`config.mk`:
```
export PLATFORM = sky130hd
export DESIGN_NAME = seg7_scan_ctrl
export DESIGN_NICKNAME = d
export VERILOG_FILES = /design/src/rtl/seg7_scan_ctrl_pkg.sv /design/src/rtl/seg7_scan_ctrl_hex_to_seg7.sv /design/src/rtl/seg7_scan_ctrl.sv
export SDC_FILE = /design/constraint.sdc
export NUM_CORES = 1
export LEC_CHECK = 0
export CELL_PAD_IN_SITES_DETAIL_PLACEMENT = 1
export CELL_PAD_IN_SITES_GLOBAL_PLACEMENT = 2
export CORE_MARGIN = 3
export CORE_UTILIZATION = 35
export CTS_CLUSTER_SIZE = 20
export DETAILED_ROUTE_END_ITERATION = 8
export PLACE_DENSITY = 0.83
export RECOVER_POWER = 100
export SLEW_MARGIN = 20
export SYNTH_ARGS = -nofsm -noshare
export SYNTH_HDL_FRONTEND = slang
export SYNTH_SLANG_ARGS = --single-unit
```
`constraint.sdc`:
```
create_clock -name clk -period 5.55 [get_ports clk]
set_clock_uncertainty 0.05 [all_clocks]
set_input_delay 0.8325 -clock clk [delete_from_list [all_inputs] [get_ports clk]]
set_output_delay 0.8325 -clock clk [all_outputs]
set_load 0.05 [all_outputs]
```
`src/rtl/seg7_scan_ctrl_pkg.sv`:
```
// seg7_defs: shared constants for the seven-segment scan controller.
//   SEG_OFF / AN_OFF : all-dark bus values (active-low)
//   HEX_0..HEX_F     : active-low {a,b,c,d,e,f,g} patterns, bit6 = a
//   state_t          : scan FSM encodings
//   lz_dark()        : leading-zero test used when SEG7_LZ_SUPPRESS_EN is defined
package seg7_defs;
  localparam logic [6:0] SEG_OFF = 7'b1111111;
  localparam logic [3:0] AN_OFF  = 4'b1111;

  localparam logic [6:0] HEX_0 = 7'b0000001;
  localparam logic [6:0] HEX_1 = 7'b1001111;
  localparam logic [6:0] HEX_2 = 7'b0010010;
  localparam logic [6:0] HEX_3 = 7'b0000110;
  localparam logic [6:0] HEX_4 = 7'b1001100;
  localparam logic [6:0] HEX_5 = 7'b0100100;
  localparam logic [6:0] HEX_6 = 7'b0100000;
  localparam logic [6:0] HEX_7 = 7'b0001111;
  localparam logic [6:0] HEX_8 = 7'b0000000;
  localparam logic [6:0] HEX_9 = 7'b0000100;
  localparam logic [6:0] HEX_A = 7'b0001000;
  localparam logic [6:0] HEX_B = 7'b1100000;
  localparam logic [6:0] HEX_C = 7'b0110001;
  localparam logic [6:0] HEX_D = 7'b1000010;
  localparam logic [6:0] HEX_E = 7'b0110000;
  localparam logic [6:0] HEX_F = 7'b0111000;

  typedef enum logic [1:0] {
    IDLE  = 2'd0,
    BLANK = 2'd1,
    DRIVE = 2'd2
  } state_t;

  // Digit i>0 is a leading zero when its nibble and every higher nibble are
  // zero; a lit decimal point on that digit keeps it visible.
  function automatic logic lz_dark(input logic [15:0] v, input logic [3:0] dpv,
                                   input logic [1:0] i);
    logic hi_zero;
    case (i)
      2'd0:    hi_zero = 1'b0;
      2'd1:    hi_zero = (v[15:4] == 12'h000);
      2'd2:    hi_zero = (v[15:8] == 8'h00);
      default: hi_zero = (v[15:12] == 4'h0);
    endcase
    return hi_zero & ~dpv[i];
  endfunction
endpackage

```
`src/rtl/seg7_scan_ctrl_hex_to_seg7.sv`:
```
// hex_to_seg7: combinational 4-bit hex -> active-low seven-segment decoder.
//   nib : hex digit
//   seg : {a,b,c,d,e,f,g}, bit6 = a, 0 = segment lit
module hex_to_seg7
  import seg7_defs::*;
(
  input  logic [3:0] nib,
  output logic [6:0] seg
);
  always_comb begin
    seg = SEG_OFF;
    case (nib)
      4'h0: seg = HEX_0;
      4'h1: seg = HEX_1;
      4'h2: seg = HEX_2;
      4'h3: seg = HEX_3;
      4'h4: seg = HEX_4;
      4'h5: seg = HEX_5;
      4'h6: seg = HEX_6;
      4'h7: seg = HEX_7;
      4'h8: seg = HEX_8;
      4'h9: seg = HEX_9;
      4'hA: seg = HEX_A;
      4'hB: seg = HEX_B;
      4'hC: seg = HEX_C;
      4'hD: seg = HEX_D;
      4'hE: seg = HEX_E;
      default: seg = HEX_F;
    endcase
  end
endmodule

```
`src/rtl/seg7_scan_ctrl.sv`:
```
// seg7_scan_ctrl: time-multiplexes four hex digits onto a shared active-low
// seven-segment bus with anti-ghosting blank intervals at each slot start.
// Inputs are latched once per frame (on entry to the digit-0 slot).
//   clk, rst      : clock, async active-low reset
//   en            : display enable (0 -> IDLE, outputs dark)
//   value         : four hex nibbles, digit i = value[4i+3:4i]
//   dp_in         : decimal point request per digit (1 = lit)
//   blank_mask    : 1 = digit forced dark (slot still consumed)
//   an            : active-low anodes, one-hot-low when driving
//   seg7          : active-low segments {a..g}
//   dp            : active-low decimal point
//   frame_start   : one-cycle pulse on entry to the digit-0 slot
// Optional: define SEG7_LZ_SUPPRESS_EN for leading-zero suppression.
module seg7_scan_ctrl
  import seg7_defs::*;
#(
  parameter int SCAN_DIV     = 50000,
  parameter int BLANK_CYCLES = 500
) (
  input  logic        clk,
  input  logic        rst,
  input  logic        en,
  input  logic [15:0] value,
  input  logic [3:0]  dp_in,
  input  logic [3:0]  blank_mask,
  output logic [3:0]  an,
  output logic [6:0]  seg7,
  output logic        dp,
  output logic        frame_start
);
  localparam int CW = $clog2(SCAN_DIV);
  localparam logic [CW-1:0] LAST   = CW'(SCAN_DIV - 1);
  localparam logic [CW-1:0] B_LAST = CW'((BLANK_CYCLES > 0) ? BLANK_CYCLES - 1 : 0);
  // With no blank interval every slot starts directly in DRIVE.
  localparam state_t FIRST = (BLANK_CYCLES == 0) ? DRIVE : BLANK;

  state_t        state, state_n;
  logic [CW-1:0] cnt, cnt_n;      // position within the current slot
  logic [1:0]    idx, idx_n;
  logic [15:0]   val_lat, val_n;
  logic [3:0]    dp_lat, dpl_n, mask_lat, msk_n;
  logic          latch;

  always_comb begin
    state_n = state;
    cnt_n   = cnt;
    idx_n   = idx;
    latch   = 1'b0;
    if (!en) begin
      state_n = IDLE;
      cnt_n   = '0;
      idx_n   = 2'd0;
    end else begin
      case (state)
        IDLE: begin
          state_n = FIRST;
          cnt_n   = '0;
          idx_n   = 2'd0;
          latch   = 1'b1;
        end
        BLANK: begin
          cnt_n = cnt + 1'b1;
          if (cnt == B_LAST) state_n = DRIVE;
        end
        DRIVE: begin
          if (cnt == LAST) begin
            state_n = FIRST;
            cnt_n   = '0;
            idx_n   = idx + 2'd1;
            latch   = (idx == 2'd3);
          end else begin
            cnt_n = cnt + 1'b1;
          end
        end
        default: state_n = IDLE;
      endcase
    end
    val_n = latch ? value      : val_lat;
    dpl_n = latch ? dp_in      : dp_lat;
    msk_n = latch ? blank_mask : mask_lat;
  end

  // Outputs are computed from the next-state view so they change on the
  // same edge that enters the phase.
  logic [3:0] nib;
  logic [6:0] seg_dec;
  logic       lit;
  logic [3:0] an_n;
  logic [6:0] seg_n;
  logic       dp_n;

  assign nib = val_n[{idx_n, 2'b00} +: 4];

  hex_to_seg7 u_dec (.nib(nib), .seg(seg_dec));

  always_comb begin
    lit = (state_n == DRIVE) & ~msk_n[idx_n];
`ifdef SEG7_LZ_SUPPRESS_EN
    lit = lit & ~lz_dark(val_n, dpl_n, idx_n);
`endif
    an_n  = lit ? ~(4'b0001 << idx_n) : AN_OFF;
    seg_n = lit ? seg_dec : SEG_OFF;
    dp_n  = lit ? ~dpl_n[idx_n] : 1'b1;
  end

  always_ff @(posedge clk or negedge rst) begin
    if (!rst) begin
      state       <= IDLE;
      cnt         <= '0;
      idx         <= 2'd0;
      val_lat     <= 16'h0000;
      dp_lat      <= 4'h0;
      mask_lat    <= 4'h0;
      an          <= AN_OFF;
      seg7        <= SEG_OFF;
      dp          <= 1'b1;
      frame_start <= 1'b0;
    end else begin
      state       <= state_n;
      cnt         <= cnt_n;
      idx         <= idx_n;
      val_lat     <= val_n;
      dp_lat      <= dpl_n;
      mask_lat    <= msk_n;
      an          <= an_n;
      seg7        <= seg_n;
      dp          <= dp_n;
      frame_start <= latch;
    end
  end
endmodule

```
==> flow_summary.ini, run 1 <==
[timing]
setup_viol = 0
fin_crit_ns = 4.87
tns_ns = 0
relSlewSlack = -1.12
tightest_slew_ns = 3.17
period_share = 0.878
drv_slew = 58
fmax_mhz = 205
final.setup.worst_slack_ns = 0.677
rsz0062_at_grt = no
finalHoldViolations = 0

[clock_tree]
cts_sinks = 57
cts.htree.levels = 3
cts.repair.resized = 0
cts_hold_buf = 0
clkTransAtPathRegs_ns = 0.07
clock-root-buffer = clkbuf_8
numCtsBuffers = 9
post_cts_buffers = 0
cts.path.max_buffers = 2
cts_tree = done
clock_latency_ns = 0.35

[setup_path]
crit_type = reg2reg
startpoint_type = flip-flop
crit_end = seg7[6]
cp_max_fo = 16
rr_endpoint = seg7[6]
required_ns = 5.77
cp.arrival_ns = 5.09
reg2reg_from = cnt[11]
critPathLaunch = cnt[11]
worst_setup_path_end_kind = flip-flop
r2r_slack_ns = 0.68
reg2regPathDepth = 12

[floorplanning]
core_um2 = 9820
die_area_um2 = 11400
io_pins = 40
initial_core_util = 0.362
die_x_um = 107
die_h_um = 107
fp-row-count = 36

[drt]
drt-total-wl_um = 10100
drt_first_iter_violations = 124
wl_per_cell_um = 18.0
vias = 3124
dr.pass1.iters = 6
drc = 0
wl_met2_um = 4370
top_layer = met4
post_drt_via_cell_ratio = 5.55
ant_nets = 0
met1_length_um = 5120
wl_met3_um = 413

[cells_and_area]
drive_gt1_frac = 0.109
n_antenna_cell = 0
layout_common_cells = 50 x nand2_1, 45 x dfrtp_1, 27 x nand3_1
syn2layout_area_growth_pct = 21.5
final_common_cell = nand2_1
num-fill-cells = 1173
regArea_um2 = 1440
final_nets = 464
multi_input_comb_area_um2 = 1950
fin_cells = 563

[synthesis]
synth_area_um2 = 3550
synthCells = 390
syn_nets = 429
async_flop_share = 1.00
synth.avg_cell_area_um2 = 9.11
synth_ff_type = dfrtp_1
synthDistinctLibCells = 69
synth-edff-count = 0
ys_warn_count = 0
yosysSeqAreaShare = 0.406
ys_ff_latch = 57

[placed_design]
detailed_place_hpwl_um = 7350
gp_congestion = 0.899
dpl_worst_slack_ns = 0.810
portBuffers = 39
place_inst = 547

[power_and_ir_drop]
ir_drop_v = 0.000161
power_mw = 1.21
p_leak_nw = 1.78
power_density_nw_per_um2 = 281

[global_route]
grt_usage = 0.187
grt_max_degree = 58
grt_pass1_wl_um = 16900
grt_overflow = 0
grt_antenna_before_repair = 0
grt_pass1_vias = 3196

[worst_hold_path]
hold_path_class = reg2reg
whs_path_depth = 1

[run_status]
outcome = finished, violations left
violations = capacitance limit, slew limit

[job]
max_cap_violations = 1
==> report_power, final <==
| group | switching, mW | internal (mW) | leakage, nW |
|---|---|---|---|
| registers | 0.0183 | 0.445 | 0.699 |
| clock network | 0.178 | 0.368 | 0.140 |
| logic | 0.121 | 0.0841 | 0.946 |
| total | 0.317 | 0.896 | 1.78 |
==> area by class of cell <==
type | count | area share
Timing Repair Buffer | 43 | 0.0953
Multi-Input combinational cell | 295 | 0.451
Inverter | 19 | 0.0168
Clock inverter | 5 | 0.0290
Sequential cell | 57 | 0.334
Tap cell | 133 | 0.0385
Clock buffer | 11 | 0.0351
==> cells by family (layout without fill, tap and decap cells) <==
family / Yosys count / after routing / share of synthesized area
AOI/OAI and AO/OA: 87 / 87 / 0.181
and+or+nand+nor: 167 / 167 / 0.246
DFF: 57 / 57 / 0.406
muxes: 18 / 18 / 0.0525
xor gates and xnor gates: 11 / 11 / 0.0271
adders and majority gates: 12 / 12 / 0.0423
buffers and inverters: 38 / 78 / 0.0451
==> flip-flops by register name, summed over array words and instances, names as in the netlist, 2 cells and up <==
name	flops
val_lat	16
idx	2
dp_lat	4
seg7	7
mask_lat	4
state	2
cnt	16
an	4
==> how the worst min path moves through the flow <==
stage,startpoint,to,slack [ns]
5_1_grt,dp_lat[2],dp_lat[2],0.47
4_1_cts,dp_lat[0],dp_lat[0],0.46
3_3_place_gp,dp_lat[0],dp_lat[0],0.43
6_report,dp_lat[1],dp_lat[1],0.44
3_5_place_dp,dp_lat[0],dp_lat[0],0.44
2_1_floorplan,dp_lat[3],dp_lat[3],0.39
==> metal layers <==
metal	global-route usage	up-vias
met2	0.275	65
met4	0.0694	0
li1	-	1505
met1	0.276	1534
met3	0.0319	20
met5	0	-
==> cells in the mapped netlist (2+ instances only) <==
library cell | n | area share
nand2_1 | 50 | 0.053
dfrtp_1 | 45 | 0.32
nand3_1 | 27 | 0.038
o21ai_0 | 25 | 0.035
nor2_1 | 21 | 0.022
inv_1 | 17 | 0.018
and3_1 | 14 | 0.025
mux2i_1 | 13 | 0.037
clkbuf_1 | 12 | 0.013
dfstp_2 | 12 | 0.089
ha_1 | 12 | 0.042
nor3_1 | 10 | 0.014
nand2b_1 | 9 | 0.016
xor2_1 | 7 | 0.017
a21oi_1 | 6 | 0.0085
and2_1 | 6 | 0.011
nand4_1 | 6 | 0.011
nor2b_1 | 6 | 0.011
o211ai_1 | 6 | 0.013
a211oi_1 | 5 | 0.011
a21o_1 | 4 | 0.0085
a311oi_1 | 4 | 0.0099
buf_2 | 4 | 0.0056
mux2_2 | 4 | 0.013
xnor2_1 | 4 | 0.0099
a221o_1 | 3 | 0.0085
a221oi_1 | 3 | 0.0074
a222oi_1 | 3 | 0.0085
a31oi_1 | 3 | 0.0053
o221ai_1 | 3 | 0.0074
a31o_2 | 2 | 0.0049
a41oi_1 | 2 | 0.0049
and4b_1 | 2 | 0.0056
nor4_1 | 2 | 0.0035
o31ai_1 | 2 | 0.0042
o41ai_1 | 2 | 0.0049
or4b_2 | 2 | 0.0056
==> per-stage QoR <==
stage | cell area [µm²] | hold slack (ns) | utilization
2_1_floorplan | 3550 | 0.391 | -
3_3_place_gp | 4060 | 0.431 | 0.413
3_5_place_dp | 4060 | 0.441 | 0.413
4_1_cts | 4330 | 0.456 | 0.441
5_1_grt | 4320 | 0.474 | 0.440
6_report | 4320 | 0.440 | 0.440
==> critical path: stages (launching register included) <==
cell	delay [ns]
dfrtp_1	0.44
or4_1	0.68
nor4_4	0.50
mux2i_1	0.22
or2_0	0.74
inv_1	0.33
a311oi_1	0.34
a31oi_2	0.15
ha_1	0.33
or4b_2	0.67
o31ai_1	0.09
o32a_1	0.17
o21ai_0	0.08
Power figures use the tool's default switching activity.
==> inputs of run 2 (changes only) <==
Settings changed: CORE_ASPECT_RATIO from default to 1.75.
==> run 2 against run 1 <==
  * The run still ends with capacitance limit, slew limit left
  * Worst hold slack lost 0.0026 ns
  * Via count grew 2.5%
  * Global-route usage grew 2.2 points
  * Sequential power is essentially flat
  * Combinational power is essentially flat
  * Maximum frequency grew 2.3%
  * Critical path depth shrank 3
  * Sequential cell count is the same
  * Core utilization shrank 0.31 points
  * Largest cell class unchanged
==> flow_summary.ini, run 2 (synthesis results as in run 1) <==
[floorplanning]
die_area_um2 = 11400
core_um2 = 9910
die_h_um = 139
die_x_um = 82.2
initial_core_util = 0.359
io_pins = 40
fp-row-count = 48

[cells_and_area]
final_area_um2 = 4330
num-fill-cells = 1164
postLayoutCoreUtil = 0.437
layout_common_cells = 50 x nand2_1, 45 x dfrtp_1, 27 x nand3_1
final_common_cell = nand2_1
drive_gt1_frac = 0.107
n_antenna_cell = 0
syn2layout_area_growth_pct = 21.8
regArea_um2 = 1440
final_nets = 465
multi_input_comb_area_um2 = 1940
reg.largest.list = cnt (16), val_lat (16), seg7 (7)
fin_cells = 556

[global_route]
grt_antenna_before_repair = 0
grt_pass1_vias = 3578
grt_overflow = 0
grt_pass1_wl_um = 18300
grt_max_degree = 58
grt_usage = 0.210

[timing]
relSlewSlack = -1.19
drv_slew = 58
hold_slack_ns = 0.437
period_share = 0.858
tightest_slew_ns = 3.29
fin_crit_ns = 4.76
finalHoldViolations = 0
fmax_mhz = 210
rsz0062_at_grt = no
setup_viol = 0
tns_ns = 0

[power_and_ir_drop]
p_leak_nw = 1.78
power_density_nw_per_um2 = 283
ir_drop_v = 0.000163

[job]
max_cap_violations = 1

[setup_path]
cp.arrival_ns = 4.97
crit_type = reg2reg
worst_setup_path_end_kind = flip-flop
cp_max_fo = 22
startpoint_type = flip-flop
crit_end = seg7[1]
required_ns = 5.75
critPathLaunch = cnt[11]
reg2reg_from = cnt[11]
rr_endpoint = seg7[1]
r2r_slack_ns = 0.79
reg2regPathDepth = 9

[clock_tree]
clock_latency_ns = 0.33
clock-root-buffer = clkbuf_16
cts_tree = done
cts.htree.levels = 3
cts_hold_buf = 0
cts_sinks = 57
clkTransAtPathRegs_ns = 0.06
numCtsBuffers = 9
cts.repair.resized = 0
cts.path.max_buffers = 2
post_cts_buffers = 0

[drt]
ant_nets = 0
wl_per_cell_um = 19.9
wl_met3_um = 257
met1_length_um = 3950
drc = 0
drt_first_iter_violations = 133
top_layer = met4
post_drt_via_cell_ratio = 5.76
wl_met2_um = 6460
drt-total-wl_um = 11100
dr.pass1.iters = 4
vias = 3201

[worst_hold_path]
hold_path_class = reg2reg

[placed_design]
detailed_place_hpwl_um = 8320
post_dp_cell_area_um2 = 4050
gp_congestion = 0.810
place_inst = 540
portBuffers = 39

[run_status]
outcome = finished, violations left
violations = capacitance limit, slew limit
-- run 2: changes by cell type in the layout (fill, tap and decap cells not counted), moves of 3 or more --
cell	change
clkbuf_8	-11
bufinv_16	-3
clkinvlp_4	+3
clkbuf_16	+9
-- run 2: layout make-up --
type	count	area share
multi-input cells	295	0.449
flip-flops and latches	57	0.333
repair buffers	44	0.0960
clock buffers	9	0.0521
well taps	125	0.0361
inverters	19	0.0168
clock inverters	7	0.0165
-- run 2: per-layer routing --
layer  track usage  vias to the layer above
met5             0                        -
li1              -                     1505
met2         0.407                       54
met3        0.0317                       25
met4        0.0963                        0
met1         0.204                     1617
-- run 2: power by group --
group	total, mW	leakage [nW]	internal, mW	switching (mW)
combinational	0.206	0.946	0.0841	0.122
sequential	0.464	0.699	0.445	0.0188
clock	0.556	0.137	0.346	0.210
-- run 2: worst max-delay path, cell delays in order, from the launching register on --
cell and delay [ns]:
dfrtp_1 0.43, or4_1 0.69, nor4_4 0.49, mux2i_1 0.75
clkinv_2 0.52, mux2i_1 0.32, nand2_1 0.08, a31oi_1 0.74
nor2_1 0.20, a221o_1 0.40
-- run 2: how the worst min path moves through the flow --
stage | startpoint | end | slack [ns] | cells past startpoint
after floorplan | dp_lat[3] | dp_lat[3] | 0.39 | 2
final | dp_lat[1] | dp_lat[1] | 0.44 | 1
after CTS | dp_lat[3] | dp_lat[3] | 0.44 | 2
after global placement | dp_lat[3] | dp_lat[3] | 0.43 | 2
after detailed placement | dp_lat[3] | dp_lat[3] | 0.43 | 2
after global routing | dp_lat[1] | dp_lat[1] | 0.47 | 1
-- run 2: per-stage QoR --
| stage | setup slack (ns) | power [mW] |
|---|---|---|
| floorplan | 1.34 | 0.599 |
| global placement | 0.814 | 0.673 |
| detailed placement | 0.760 | 0.679 |
| CTS | 0.944 | 1.24 |
| global route | 0.317 | 1.29 |
| finish | 0.786 | 1.23 |
